$ cat config.mk
export PLATFORM = sky130hd
export DESIGN_NAME = muldiv_ctrl
export DESIGN_NICKNAME = d
export VERILOG_FILES = /design/src/rtl/muldiv_ctrl.sv
export SDC_FILE = /design/constraint.sdc
export NUM_CORES = 2
export LEC_CHECK = 0
export BUFFER_PORTS_ARGS = -buffer_cell sky130_fd_sc_hd__buf_2
export CORE_MARGIN = 2
export CORE_UTILIZATION = 50
export DETAILED_ROUTE_END_ITERATION = 10
export GPL_ROUTABILITY_DRIVEN = 0
export PLACE_DENSITY_LB_ADDON = 0.08
export SLEW_MARGIN = 20
export SYNTH_ARGS = -nofsm -noshare
export SYNTH_HDL_FRONTEND = slang
export SYNTH_SLANG_ARGS = --single-unit
$ cat constraint.sdc
create_clock -name clk -period 13.9 [get_ports clk]
set_clock_uncertainty 0.1 [all_clocks]
set_input_delay 2.78 -clock clk [delete_from_list [all_inputs] [get_ports clk]]
set_output_delay 2.78 -clock clk [all_outputs]
set_load 0.02 [all_outputs]
$ cat src/rtl/muldiv_ctrl.sv
`default_nettype none
// ============================================================================
//  Module      : muldiv_ctrl
//  Description : HI/LO multiply/divide sequencer for the pipelined MIPS core.
//                Fixed-latency multiply (with MADD/MSUB accumulate), iterative
//                radix-2 restoring divider, owns the HI/LO registers and stalls
//                the pipeline while a dependent instruction waits in EX.
//  Ports       : clk, rst       - clock / synchronous active-high reset
//                op_valid, op   - EX-stage unit op and its 4-bit code
//                a, b           - rs / rt operands
//                read_req       - EX instruction reads HI/LO
//                cancel         - exception flush
//                stall, busy    - pipeline hold / operation in flight
//                done           - one-cycle pulse after a multi-cycle HI/LO write
//                hi, lo         - HI and LO registers
//  Revision    : 1.0 - initial release
// ============================================================================
module muldiv_ctrl #(
    parameter int MUL_LATENCY = 3,
    parameter int DIV_ITER    = 32
) (
    input  logic        clk,
    input  logic        rst,
    input  logic        op_valid,
    input  logic [3:0]  op,
    input  logic [31:0] a,
    input  logic [31:0] b,
    input  logic        read_req,
    input  logic        cancel,
    output logic        stall,
    output logic        busy,
    output logic        done,
    output logic [31:0] hi,
    output logic [31:0] lo
);

    localparam logic [2:0] S_IDLE = 3'd0;
    localparam logic [2:0] S_MUL  = 3'd1;
    localparam logic [2:0] S_ACC  = 3'd2;
    localparam logic [2:0] S_DIV  = 3'd3;
    localparam logic [2:0] S_FIX  = 3'd4;

    // Wide enough for DIV_ITER (32) and any legal multiply latency.
    localparam int CW = 6;

    logic [2:0]    r_state;
    logic [CW-1:0] r_cnt;
    logic [31:0]   r_hi;
    logic [31:0]   r_lo;
    logic          r_done;
    logic [63:0]   r_prod;
    logic          r_is_acc;    // MADD/MSUB: go through ACC after the multiply
    logic          r_is_sub;    // MSUB: subtract product from HI/LO
    logic [31:0]   r_quo;       // dividend shifts out the top, quotient bits in
    logic [31:0]   r_rem;
    logic [31:0]   r_dvs;
    logic          r_neg_q;
    logic          r_neg_r;
    logic          r_dz;

    logic          w_busy;
    logic          w_accept;
    logic          w_sgn;
    logic [63:0]   w_ax;
    logic [63:0]   w_bx;
    logic [63:0]   w_prod;
    logic [31:0]   w_a_mag;
    logic [31:0]   w_b_mag;
    logic [63:0]   w_acc;
    logic [32:0]   w_rem_sh;
    logic [32:0]   w_diff;
    logic          w_ge;
    logic [31:0]   w_q_fix;
    logic [31:0]   w_r_fix;

    assign w_busy   = (r_state != S_IDLE);
    assign stall    = w_busy & (op_valid | read_req);
    assign w_accept = op_valid & ~stall & ~cancel;

    // Even op codes in the multiply/divide group are the signed variants.
    assign w_sgn   = ~op[0];
    assign w_ax    = {{32{w_sgn & a[31]}}, a};
    assign w_bx    = {{32{w_sgn & b[31]}}, b};
    assign w_prod  = w_ax * w_bx;
    assign w_a_mag = (w_sgn & a[31]) ? -a : a;
    assign w_b_mag = (w_sgn & b[31]) ? -b : b;

    assign w_acc = r_is_sub ? ({r_hi, r_lo} - r_prod) : ({r_hi, r_lo} + r_prod);

    // Restoring step: partial remainder stays below the divisor, so the
    // doubled value fits in 33 bits and bit 32 of the difference is the borrow.
    assign w_rem_sh = {r_rem, r_quo[31]};
    assign w_diff   = w_rem_sh - {1'b0, r_dvs};
    assign w_ge     = ~w_diff[32];

    // Divide by zero leaves the dividend magnitude as remainder, so the
    // remainder sign fix-up already reproduces a; only the quotient is forced.
    assign w_q_fix = r_dz ? 32'hFFFF_FFFF : (r_neg_q ? -r_quo : r_quo);
    assign w_r_fix = r_neg_r ? -r_rem : r_rem;

    always_ff @(posedge clk) begin
        if (rst) begin
            r_state  <= S_IDLE;
            r_cnt    <= '0;
            r_hi     <= '0;
            r_lo     <= '0;
            r_done   <= 1'b0;
            r_prod   <= '0;
            r_is_acc <= 1'b0;
            r_is_sub <= 1'b0;
            r_quo    <= '0;
            r_rem    <= '0;
            r_dvs    <= '0;
            r_neg_q  <= 1'b0;
            r_neg_r  <= 1'b0;
            r_dz     <= 1'b0;
        end else begin
            r_done <= 1'b0;
            case (r_state)
                S_IDLE: begin
                    if (w_accept) begin
                        casez (op)
                            4'b0110: r_hi <= a;
                            4'b0100: r_lo <= a;
                            4'b100?, 4'b11??: begin
                                r_prod   <= w_prod;
                                r_is_acc <= op[2];
                                r_is_sub <= op[1];
                                r_cnt    <= CW'(MUL_LATENCY - 1);
                                r_state  <= S_MUL;
                            end
                            4'b101?: begin
                                r_quo   <= w_a_mag;
                                r_rem   <= '0;
                                r_dvs   <= w_b_mag;
                                r_neg_q <= w_sgn & (a[31] ^ b[31]);
                                r_neg_r <= w_sgn & a[31];
                                r_dz    <= (b == 32'd0);
                                r_cnt   <= CW'(DIV_ITER);
                                r_state <= S_DIV;
                            end
                            default: ;
                        endcase
                    end
                end
                S_MUL: begin
                    if (cancel) begin
                        r_state <= S_IDLE;
                    end else if (r_cnt == CW'(1)) begin
                        if (r_is_acc) begin
                            r_state <= S_ACC;
                        end else begin
                            {r_hi, r_lo} <= r_prod;
                            r_done       <= 1'b1;
                            r_state      <= S_IDLE;
                        end
                    end else begin
                        r_cnt <= r_cnt - CW'(1);
                    end
                end
                S_ACC: begin
                    if (!cancel) begin
                        {r_hi, r_lo} <= w_acc;
                        r_done       <= 1'b1;
                    end
                    r_state <= S_IDLE;
                end
                S_DIV: begin
                    if (cancel) begin
                        r_state <= S_IDLE;
                    end else begin
                        r_rem <= w_ge ? w_diff[31:0] : w_rem_sh[31:0];
                        r_quo <= {r_quo[30:0], w_ge};
                        r_cnt <= r_cnt - CW'(1);
                        if (r_cnt == CW'(1)) begin
                            r_state <= S_FIX;
                        end
                    end
                end
                S_FIX: begin
                    if (!cancel) begin
                        r_lo   <= w_q_fix;
                        r_hi   <= w_r_fix;
                        r_done <= 1'b1;
                    end
                    r_state <= S_IDLE;
                end
                default: r_state <= S_IDLE;
            endcase
        end
    end

    assign busy = w_busy;
    assign done = r_done;
    assign hi   = r_hi;
    assign lo   = r_lo;

endmodule
`default_nettype wire
==> metrics.yaml <==
timing:
  rsz0062_at_grt: "no"
  period_share_pct: 82.6
  final.setup.tns_ns: 0
  setup_viol: 0
  slew_headroom_pct: 20.3
  fmax_mhz: 87.1
  setup_ws_ns: 2.42
  fin_crit_ns: 11.48
  slew_viol_final: 0
  tightest_slew_ns: 1.18
  finalHoldViolations: 0
yosys:
  synth_top_area_share_pct: 39.4
  postSynth.asyncResetShare_pct: 0
  syn_area_per_cell_um2: 8.33
  synthTopCellsByArea: "fa_1 39%, dfxtp_1 8.4%, inv_1 7.5%, ha_1 6.9%, nand2_1 6.5%"
  syn-num-nets: 8390
  synth-seq-area-share_pct: 8.35
  syn_area_mm2: 0.0573
  synth_edf_count: 0
  ys_seq_elements: 239
  synth_area_leader_cell: "fa_1"
  postSynthCellCount: 6875
  yosys_warnings: 0
  netlist_top_cells_count: "1145 x inv_1, 1127 x fa_1, 994 x nand2_1"
  synthFlopType: "dfxtp_1"
  yosysUniqueCellTypes: 74
  yosysMostFrequentCell: "inv_1"
drt:
  drt_iter0_drc: 4065
  vias: 47500
  first_pass_iters: 6
  met3_length_um: 17200
  drcViolationCount: 0
  wl_met2_um: 84800
  wl_um: 193000
  routed.top_layer: "met5"
  drt-met1-wl_um: 85800
  viasPerCell: 5.76
  detail_route.wl_per_cell_um: 23.5
  antenna_left: 0
placement:
  portBuffers: 139
  pre_cts_ws_ns: 1.76
  dp.cells: 8183
  dp_hpwl_um: 152000
floorplanning:
  die_area_mm2: 0.117
  rows: 124
  die_h_um: 342
  ios: 140
  core_mm2: 0.114
  die_w_um: 342
  initial_core_util_pct: 50.2
worst_setup_path:
  cp_slowest_cell: "fa_1"
  cp-start-kind: "input port"
  crit_arrival_ns: 11.90
  path_cells: "buf_2 > nor2b_4 > buf_4 > nand2_1 > inv_1 > fa_1 > fa_1 > fa_1 > inv_1 > fa_1 > inv_1 > fa_1 > fa_1 > inv_1 > fa_1 > fa_1 > inv_1 > ha_1 > nand4_1 > o31ai_1 > a32oi_1 > a2111oi_0 > nor3_1 > o31ai_1"
  cp.required_ns: 14.32
  slowest_delay_ns: 1.05
  cp_top_family: "adder cells"
  crit_type: "in -> reg"
  worstPathMaxFanout: 29
  cp_common_cell: "fa_1"
  critical_path_buf_inv_count: 7
  end_kind: "flop"
finish:
  layout-drive-gt1-share_pct: 4.76
  num-fill-cells: 11000
  multiInputGateArea_mm2: 0.0466
  area_delta_synth_final_pct: 4.61
  final_cells: 8237
  nets: 8214
  seq_area_mm2: 0.00479
run_status:
  outcome: "completed"
cts:
  cts_resized: 0
  postCtsSetupBuffers: 0
  clock-sinks: 239
  holdBufCountCts: 0
  root_buffer: "clkbuf_16"
  clkTransAtPathRegs_ns: 0.07
  clockBufferDepth: 3
  cts_tree: "built"
  cts_inserted_buffers: 26
  worstSkewPairLatency_ns: 0.61
  cts-htree-levels: 1
global_routing:
  grt_usage_pct: 33.4
  grt_pass1_wl_um: 298000
  grt_overflow_total: 0
  grt_max_degree: 85
  antenna_found_initial: 21
  grt_pass1_vias: 48000
hold_path:
  hold_class: "reg -> reg"
flow_run:
  cap_violations: 0
==> state kept, by name, indices dropped and copies added, names as in the netlist, 3 cells and up <==
signal   cells
r_prod      64
r_state      3
hi          32
lo          32
r_rem       32
r_quo       32
r_dvs       32
r_cnt        6
==> routing by layer <==
layer	up-vias	global-route usage, %
met1	24000	49.3
met2	1990	51.8
met3	261	4.83
met5	-	0
li1	21200	-
met4	10	8.28
==> worst paths after layout <==
path	slack, ns	depth (start not counted)	from	to
worst max-delay path	2.42	24	op[0]	r_prod[62]$_SDFFE_PP0P_
worst min-delay path	0.35	2	r_dvs[20]$_SDFFE_PP0P_	r_dvs[20]$_SDFFE_PP0P_
worst max register to register	7.09	18	r_prod[12]$_SDFFE_PP0P_	hi[30]$_SDFFE_PP0P_
worst min register to register	0.35	2	r_dvs[20]$_SDFFE_PP0P_	r_dvs[20]$_SDFFE_PP0P_
==> layout by cell type, fill, tap and decap left out, types with 29 or more instances in the layout <==
cell / instances
inv_1: 1144
fa_1: 1127
nand2_1: 992
nor2_1: 393
and2_1: 368
a21oi_1: 349
ha_1: 315
dfxtp_1: 237
o21ai_0: 233
xnor2_1: 207
buf_2: 138
xor2_1: 108
buf_4: 101
a211oi_1: 93
nor3_1: 80
a21o_1: 70
nand3_1: 58
nand2b_1: 48
a311oi_1: 43
o31ai_1: 38
or3_1: 35
mux2i_1: 30
o21bai_1: 29
==> worst min-delay path: cells and delay by family, from the launching register on <==
kind               cells  cell delay [ns]
and+or+nand+nor        1             0.05
AOI/OAI and AO/OA      1             0.05
DFF                    1             0.31
==> cells by family (layout without fill, tap and decap cells) <==
kind of cell	count (synthesis)	after routing	share of synthesized area, %
AO/OA/AOI/OAI	1091	1091	12.1
XOR/XNOR	315	315	4.82
adder cells (fa/ha/maj)	1442	1442	46.3
buffers and inverters	1590	1432	10.4
flip-flops	239	239	8.35
multiplexers	30	30	0.524
other	0	8	0
AND/OR/NAND/NOR	2168	2168	17.5
==> metrics by stage <==
stage	instance area, µm²	hold WS (ns)	utilization, %
2_1_floorplan	57300	0.332	-
3_3_place_gp	59000	0.341	51.8
3_5_place_dp	59000	0.348	51.8
4_1_cts	59900	0.354	52.5
5_1_grt	59900	0.370	52.5
6_report	59900	0.353	52.5
==> area by class of cell <==
class	instances	area share, %
clock buffer	39	1.25
clock inverter	7	0.165
timing repair buffer	240	2.44
inverter	1146	7.18
multi-input combinational	5046	77.8
sequential	239	7.99
tap	1512	3.16
antenna	8	0.0334
Power is not shown: default switching activity piles up to over one toggle a cycle in this logic, so the estimate is an artifact.
